`config.mk`:
```
export PLATFORM = sky130hd
export DESIGN_NAME = band_energy_detector
export DESIGN_NICKNAME = d
export VERILOG_FILES = /design/src/rtl/bp_detect_pkg.sv /design/src/rtl/window_accumulator.sv /design/src/rtl/band_energy_detector.sv
export SDC_FILE = /design/constraint.sdc
export NUM_CORES = 1
export LEC_CHECK = 0
export BUFFER_PORTS_ARGS = -buffer_cell sky130_fd_sc_hd__buf_4
export CORE_MARGIN = 2
export CORE_UTILIZATION = 52
export DETAILED_ROUTE_END_ITERATION = 10
export GPL_TIMING_DRIVEN = 0
export PLACE_DENSITY = 0.82
export RECOVER_POWER = 100
export SLEW_MARGIN = 20
export SYNTH_ARGS = -nofsm -noshare
export SYNTH_HDL_FRONTEND = slang
export SYNTH_HIERARCHICAL = 1
export SYNTH_SLANG_ARGS = --single-unit
```
`constraint.sdc`:
```
create_clock -name clk_in -period 1.8 [get_ports clk_in]
set_input_delay 0.09 -clock clk_in [delete_from_list [all_inputs] [get_ports clk_in]]
set_output_delay 0.09 -clock clk_in [all_outputs]
set_load 0.02 [all_outputs]
```
`src/rtl/bp_detect_pkg.sv`:
```
// Shared types and width helpers for the band energy detector.
package bp_detect_pkg;

    typedef enum logic [1:0] {
        QUIET,
        ACTIVE,
        HOLDOFF
    } det_state_t;

    function automatic int acc_width(input int sig_w, input int win_log2);
        return sig_w + win_log2;
    endfunction

    // Holdoff counter must stay at least 1 bit wide when holdoff is disabled.
    function automatic int hold_width(input int n);
        return (n > 0) ? $clog2(n + 1) : 1;
    endfunction

endpackage

```
`src/rtl/window_accumulator.sv`:
```
// Sums |x| over 2**WIN_LOG2 valid samples and publishes the truncated mean
// with a one-cycle strobe when each window closes.
module window_accumulator
    import bp_detect_pkg::*;
#(
    parameter int SIG_WIDTH = 9,
    parameter int WIN_LOG2  = 6
) (
    input  logic                        clk_i,
    input  logic                        rst_n_i,
    input  logic signed [SIG_WIDTH-1:0] x_i,
    input  logic                        valid_i,
    output logic        [SIG_WIDTH-1:0] energy_o,
    output logic                        energy_valid_o
);

    localparam int ACC_W = acc_width(SIG_WIDTH, WIN_LOG2);

    logic [SIG_WIDTH-1:0] x_u;
    logic [SIG_WIDTH-1:0] mag;
    logic [ACC_W-1:0]     sum;
    logic [ACC_W-1:0]     acc_q, acc_d;
    logic [WIN_LOG2-1:0]  cnt_q, cnt_d;
    logic [SIG_WIDTH-1:0] energy_q, energy_d;
    logic                 valid_q, valid_d;

    // Most negative input negates to 2**(SIG_WIDTH-1), which fits unsigned.
    always_comb begin
        x_u = x_i;
        mag = x_u[SIG_WIDTH-1] ? (~x_u + SIG_WIDTH'(1)) : x_u;
        sum = acc_q + ACC_W'(mag);
    end

    always_comb begin
        acc_d    = acc_q;
        cnt_d    = cnt_q;
        energy_d = energy_q;
        valid_d  = 1'b0;
        if (valid_i) begin
            cnt_d = cnt_q + WIN_LOG2'(1);
            if (cnt_q == '1) begin
                acc_d    = '0;
                energy_d = SIG_WIDTH'(sum >> WIN_LOG2);
                valid_d  = 1'b1;
            end else begin
                acc_d = sum;
            end
        end
    end

    always_ff @(posedge clk_i or negedge rst_n_i) begin
        if (!rst_n_i) begin
            acc_q    <= '0;
            cnt_q    <= '0;
            energy_q <= '0;
            valid_q  <= 1'b0;
        end else begin
            acc_q    <= acc_d;
            cnt_q    <= cnt_d;
            energy_q <= energy_d;
            valid_q  <= valid_d;
        end
    end

    assign energy_o       = energy_q;
    assign energy_valid_o = valid_q;

endmodule

```
`src/rtl/band_energy_detector.sv`:
```
// Windowed mean-|x| energy with a hysteresis/holdoff FSM producing a
// detect level and a one-cycle onset pulse.
module band_energy_detector
    import bp_detect_pkg::*;
#(
    parameter int SIG_WIDTH   = 9,
    parameter int WIN_LOG2    = 6,
    parameter int HOLDOFF_WIN = 2
) (
    input  logic                        clk_in,
    input  logic                        rst_n_in,
    input  logic signed [SIG_WIDTH-1:0] x_in,
    input  logic                        x_in_valid,
    input  logic        [SIG_WIDTH-1:0] thresh_on_in,
    input  logic        [SIG_WIDTH-1:0] thresh_off_in,
    output logic        [SIG_WIDTH-1:0] energy_out,
    output logic                        energy_valid,
    output logic                        detect_out,
    output logic                        onset_out
);

    localparam int HOLD_W = hold_width(HOLDOFF_WIN);

    logic [SIG_WIDTH-1:0] energy;
    logic                 win_valid;
    det_state_t           state_q, state_d;
    logic [HOLD_W-1:0]    hold_q, hold_d;
    logic                 onset_q, onset_d;
    logic                 detect_q;

    window_accumulator #(
        .SIG_WIDTH (SIG_WIDTH),
        .WIN_LOG2  (WIN_LOG2)
    ) u_win (
        .clk_i          (clk_in),
        .rst_n_i        (rst_n_in),
        .x_i            (x_in),
        .valid_i        (x_in_valid),
        .energy_o       (energy),
        .energy_valid_o (win_valid)
    );

    always_comb begin
        state_d = state_q;
        hold_d  = hold_q;
        onset_d = 1'b0;
        if (win_valid) begin
            unique case (state_q)
                QUIET: begin
                    if (energy >= thresh_on_in) begin
                        state_d = ACTIVE;
                        onset_d = 1'b1;
                    end
                end
                ACTIVE: begin
                    if (energy < thresh_off_in) begin
                        if (HOLDOFF_WIN == 0) begin
                            state_d = QUIET;
                        end else begin
                            state_d = HOLDOFF;
                            hold_d  = HOLD_W'(HOLDOFF_WIN);
                        end
                    end
                end
                HOLDOFF: begin
                    // Energy is ignored here; only window count matters.
                    if (hold_q <= HOLD_W'(1)) begin
                        state_d = QUIET;
                        hold_d  = '0;
                    end else begin
                        hold_d = hold_q - HOLD_W'(1);
                    end
                end
                default: begin
                    state_d = QUIET;
                    hold_d  = '0;
                end
            endcase
        end
    end

    always_ff @(posedge clk_in or negedge rst_n_in) begin
        if (!rst_n_in) begin
            state_q  <= QUIET;
            hold_q   <= '0;
            onset_q  <= 1'b0;
            detect_q <= 1'b0;
        end else begin
            state_q  <= state_d;
            hold_q   <= hold_d;
            onset_q  <= onset_d;
            detect_q <= (state_d == ACTIVE);
        end
    end

    assign energy_out   = energy;
    assign energy_valid = win_valid;
    assign detect_out   = detect_q;
    assign onset_out    = onset_q;

endmodule

```
==> flow_summary.toml, run 1 <==
[worst_setup_path]
startpoint_type = "input pin"
crit_fanout = 6
critical_path_class = "input pin to register"
cp-end-kind = "register"
required_ns = 1.97
crit_arrival_ns = 2.40
reg2regPathDepth = 9

[floorplan]
design.core.area_um2 = 5170
die-height_um = 77.6
dieWidth_um = 77.6
dieArea_um2 = 6020
fp-row-count = 26
initial_core_util = 0.545
num_io_pins = 42

[route]
drt-initial-drc-count = 103
viasPerCell = 5.64
avgRoutedWirePerCell_um = 16.7
ant_nets = 0
wl_mm = 7.41
dr.pass1.iters = 5
route.detailed.drc = 0
num_vias = 2499

[pwr]
p_leak_nw = 1.77
power_density_nw_per_um2 = 1340
ir_drop_mv = 1.10
power.total_mw = 5.18

[layout]
final_common_cell = "buf_4"
nNetsFinal = 436
diodes = 0
layoutNonFillerInstCount = 443
layout_common_cells = "47 x buf_4, 37 x inv_1, 31 x dfrtp_1, 26 x nand2_1, 20 x ha_1"
area_growth_pct = 37.4
drive_gt1_frac = 0.381

[synth]
yosysSeqAreaShare = 0.329
synth_warnings = 6
synth_cell_types = 55
syn_area_per_cell_um2 = 9.23
ys_ff_latch = 37
syn_inst = 305
synthTopCellsByArea = "dfrtp_1 33%, ha_1 15%, inv_1 5.1%"
yosys.area.top_type_share = 0.329
synth_top_cell_by_area = "dfrtp_1"
synth_nets = 369
synth_area_um2 = 2820

[place]
pre_cts_slack_ns = -0.690
dp_cells = 414
gp_congestion = 0.809
dp_hpwl_mm = 4.43
io_buffers = 39

[global_route]
grt_usage = 0.227
antenna_found_initial = 0
grt_first_pass_wirelength_mm = 10.9
grt_max_degree = 38
grt_overflow = 0
grt_pass1_vias = 2412

[sta]
period_needed_ns = 2.23
worst_pin_slew_ns = 0.896
slew_headroom = 0.403
layout_setup_ws_ns = -0.428
rsz0062_at_grt = "yes"
hold_viol_final = 0
setup_viol = 24
slew_violations = 0
max_freq_ghz = 0.449
min_period_over_period = 1.24
finClkSkew_ns = 0.00213

[clock_tree]
clkTransAtPathRegs_ns = 0.07
htree_levels = 2
cts_tree = "done"
clk_path_buf_depth = 2
cts_buffers = 5
cts.sinks = 37
clockRootBuffer = "clkbuf_8"
worstSkewPairLatency_ns = 0.28

[status]
violations = "negative setup slack"
status = "finished with violations"

[hold_path]
hold_path_depth = 3
min_path_type = "input pin to register"

[job]
max_cap_violations = 0
==> flip-flops by register name, indices dropped and copies added (netlist names) <==
signal	flops
detect_out	1
hold_q	2
onset_out	1
u_win/energy_valid_o	1
u_win/energy_o	9
u_win/acc_q	15
state_q	2
u_win/cnt_q	6
==> worst max-delay path, cell delays in order <==
cell and delay (ns):
buf_8 0.10, inv_4 0.05, ha_4 0.13, nand2b_4 0.08, o41ai_4 0.43, xnor2_1 0.20, ha_2 0.36, o21ai_2 0.15
o21bai_1 0.09, a21oi_2 0.19, and2_4 0.21, nor4_1 0.06, a211o_1 0.27
==> cell families after synthesis <==
kind of cell | Yosys count | share of synthesized area
AOI/OAI and AO/OA | 76 | 0.209
buffers and inverters | 49 | 0.0675
DFF | 37 | 0.329
xor gates and xnor gates | 23 | 0.0715
muxes | 6 | 0.0235
adders and majority gates | 34 | 0.154
and+or+nand+nor | 80 | 0.146
==> path summary, 6_finish.rpt <==
kind                                 from           endpoint  slack, ns
setup / recovery                  x_in[0]    u_win/acc_q[13]      -0.43
hold / removal                 x_in_valid     u_win/acc_q[8]       0.24
setup reg to reg           u_win/acc_q[0]  u_win/energy_o[8]      -0.33
hold reg to reg            u_win/cnt_q[5]     u_win/cnt_q[5]       0.48
max in group asynchronous        rst_n_in  u_win/energy_o[6]       0.73
min in group asynchronous        rst_n_in     u_win/acc_q[2]       0.45
==> stage by stage <==
stage | hold WS (ns) | TNS, ns | util | instance area (µm²)
floorplan | -0.206 | -4.93 | - | 2910
global placement | 0.0754 | -10.64 | 0.635 | 3290
detailed placement | 0.0751 | -11.53 | 0.635 | 3290
CTS | 0.158 | -4.57 | 0.705 | 3650
global route | 0.257 | -8.10 | 0.748 | 3870
finish | 0.238 | -6.42 | 0.748 | 3870
==> what timing repair did <==
| item | CTS | global route |
|---|---|---|
| endpoints found under the setup margin | 23 | 26 |
| hold buffers | 1 | 0 |
| gates resized for setup | 23 | 44 |
| hold endpoints to repair | 37 | 0 |
| setup buffers | 13 | 8 |
| pin swaps | 31 | 31 |
| cloned | 0 | 0 |
==> synth_stat cells (all sizes together) <==
cell     instances
or3              2
and2             2
xor2             7
a21oi           17
xnor2           16
nor2b            5
or4              1
o22ai            2
o41ai            1
o211ai           4
o311ai           1
a31oi            1
a221oi           1
or2              3
mux2i            1
inv             39
a21o             7
buf              3
a211oi           8
o31ai            1
nor3b            1
a31o             1
dfrtp           37
nand2           27
nand3            9
nor3             2
mux2             5
and3             2
o21ai           25
nand2b           6
nor2             9
clkbuf           7
nand3b           1
a211o            1
a2111oi          1
nor4             2
a21boi           1
o21bai           3
a311o            1
nand4            8
fa               1
ha              33
==> final cells by class <==
type                            instances  area (µm²)
Timing Repair Buffer                   60         447
Buffer                                 10        46.3
Clock inverter                          3        65.1
Inverter                               39         151
Fill cell                             339        1300
Multi-Input combinational cell        219        2070
Clock buffer                            5        68.8
Tap cell                               70        87.6
Sequential cell                        37         933
==> metal layers <==
metal	vias to the layer above	routed length (µm)	track usage
met5	-	0	0
met4	0	323	0.100
met3	25	385	0.0477
met2	97	3830	0.404
met1	1191	2870	0.262
li1	1186	-	-
==> where the power goes <==
| part | leakage [nW] | internal (mW) | switching, mW |
|---|---|---|---|
| combinational | 1.26 | 1.39 | 1.53 |
| sequential | 0.446 | 1.12 | 0.310 |
| clock | 0.0681 | 0.550 | 0.288 |
| total | 1.77 | 3.06 | 2.13 |
(Power assumes the default switching activity.)
==> run 2, diff against run 1 <==
--- a/config.mk
+++ b/config.mk
@@ -10,6 +10,7 @@
 export CORE_UTILIZATION = 52
 export DETAILED_ROUTE_END_ITERATION = 10
 export GPL_TIMING_DRIVEN = 0
+export MAX_ROUTING_LAYER = met4
 export PLACE_DENSITY = 0.82
 export RECOVER_POWER = 100
 export SLEW_MARGIN = 20
==> flow_summary.toml, run 2 (synthesis results as in run 1) <==
[status]
status = "finished with violations"
violations = "negative setup slack"

[floorplan]
initial_core_util = 0.545
fp-row-count = 26
dieWidth_um = 77.6
dieArea_um2 = 6020
design.core.area_um2 = 5170
num_io_pins = 42
die-height_um = 77.6

[layout]
final_common_cell = "buf_4"
layoutNonFillerInstCount = 444
fin_util = 0.750
layout_common_cells = "50 x buf_4, 36 x inv_1, 31 x dfrtp_1, 26 x nand2_1, 20 x ha_1"
diodes = 0
final_area_um2 = 3880
drive_gt1_frac = 0.388
largest_reg_flops = 15
nNetsFinal = 437
area_growth_pct = 37.8
top_register = "u_win/acc_q"

[pwr]
intPower_mw = 3.08
ir_drop_mv = 1.14
p_switching_mw = 2.12
power_density_nw_per_um2 = 1340
power_frac_seq = 0.273
p_leak_nw = 1.78
pwr-share-clk = 0.162
p_comb_frac = 0.565
netSwitchingFraction = 0.408

[global_route]
grt_overflow = 0
grt_max_degree = 38
grt_pass1_vias = 2414
grt_usage = 0.233
grt_first_pass_wirelength_mm = 10.9
antenna_found_initial = 0

[sta]
period_needed_ns = 2.19
setup_viol = 23
slew_violations = 0
holdWs_ns = 0.245
hold_viol_final = 0
worst_pin_slew_ns = 0.887
max_freq_ghz = 0.456
min_period_over_period = 1.22
slew_headroom = 0.409
rsz0062_at_grt = "yes"
finClkSkew_ns = 0.00425
layout_setup_ws_ns = -0.392

[place]
dp_cells = 414
dpl-instance-area_um2 = 3290
gp_congestion = 0.821
pre_cts_slack_ns = -0.690
dp_hpwl_mm = 4.43
io_buffers = 39

[worst_setup_path]
critical_path_class = "input pin to register"
path_cells = "buf_8, inv_4, ha_4, nand2b_4, o41ai_4, xnor2_1, ha_2, o21ai_2, o21bai_1, a21oi_2, and2_4, nor4_1, a211o_1"
crit_fanout = 6
crit_arrival_ns = 2.37
required_ns = 1.97
startpoint_type = "input pin"
regToRegSetupSlack_ns = -0.34
slowest_delay_ns = 0.40
critPathSlowestCell = "o41ai_4"
cp-end-kind = "register"

[route]
dr.pass1.iters = 4
drt-initial-drc-count = 131
num_vias = 2500
wl_mm = 7.34
route.detailed.drc = 0
ant_nets = 0
viasPerCell = 5.63
avgRoutedWirePerCell_um = 16.5

[hold_path]
min_path_type = "input pin to register"

[clock_tree]
clkTransAtPathRegs_ns = 0.07
htree_levels = 2
worstSkewPairLatency_ns = 0.29
cts.sinks = 37
cts_tree = "done"
clk_path_buf_depth = 2
cts_buffers = 5
clockRootBuffer = "clkbuf_8"

[job]
max_cap_violations = 0
[run 2: layout make-up]
type	instances	area (µm²)
fill	315	1290
multi-input combinational	219	2070
clock inverter	3	65.1
clock buffer	5	68.8
tap	70	87.6
timing repair buffer	61	462
inverter	39	151
sequential	37	933
buffer	10	46.3
[run 2: worst paths after layout]
kind                                     end      startpoint  cells past startpoint
min                           u_win/acc_q[8]      x_in_valid                      3
max reg2reg                u_win/energy_o[8]  u_win/acc_q[0]                      9
max in group asynchronous  u_win/energy_o[5]        rst_n_in                      2
min in group asynchronous     u_win/acc_q[2]        rst_n_in                      2
min reg2reg                   u_win/cnt_q[5]  u_win/cnt_q[5]                      1
max                          u_win/acc_q[13]         x_in[0]                     13
[run 2: per-stage QoR]
step	total power, mW	setup TNS [ns]
6_report	5.20	-5.76
2_1_floorplan	3.07	-4.93
3_5_place_dp	3.57	-11.53
3_3_place_gp	3.47	-10.64
4_1_cts	4.73	-4.57
5_1_grt	5.52	-7.81
[run 2: critical path, delay by kind of cell]
family / cells / cell delay, ns
buffers and inverters: 2 / 0.15
adder cells (fa/ha/maj): 2 / 0.49
AND/OR/NAND/NOR: 3 / 0.35
AO/OA/AOI/OAI: 5 / 1.09
XOR/XNOR: 1 / 0.19
[run 2: routing by layer]
metal  vias to the layer above  track usage  routed length [µm]
met5                         -            -                   0
met4                         0        0.105                 299
met3                        20       0.0407                 295
met2                        76        0.403                3850
met1                      1219        0.264                2890
li1                       1185            -                   -
[run 2: power groups by stage]
| stage | clock network (mW) | logic [mW] | registers (mW) |
|---|---|---|---|
| after floorplan | 0 | 1.67 | 1.40 |
| after global placement | 0 | 2.08 | 1.39 |
| after detailed placement | 0 | 2.17 | 1.40 |
| after CTS | 0.852 | 2.49 | 1.39 |
| after global routing | 0.893 | 3.17 | 1.46 |
| final | 0.839 | 2.94 | 1.42 |
[run 2: timing repair]
action | in CTS | in global routing
endpoints found under the setup margin | 23 | 26
hold buffers | 1 | 0
cloned | 0 | 0
gates resized for setup | 23 | 41
buffers inserted | 13 | 9
endpoints found under the hold margin | 37 | 0
pin swaps | 31 | 36
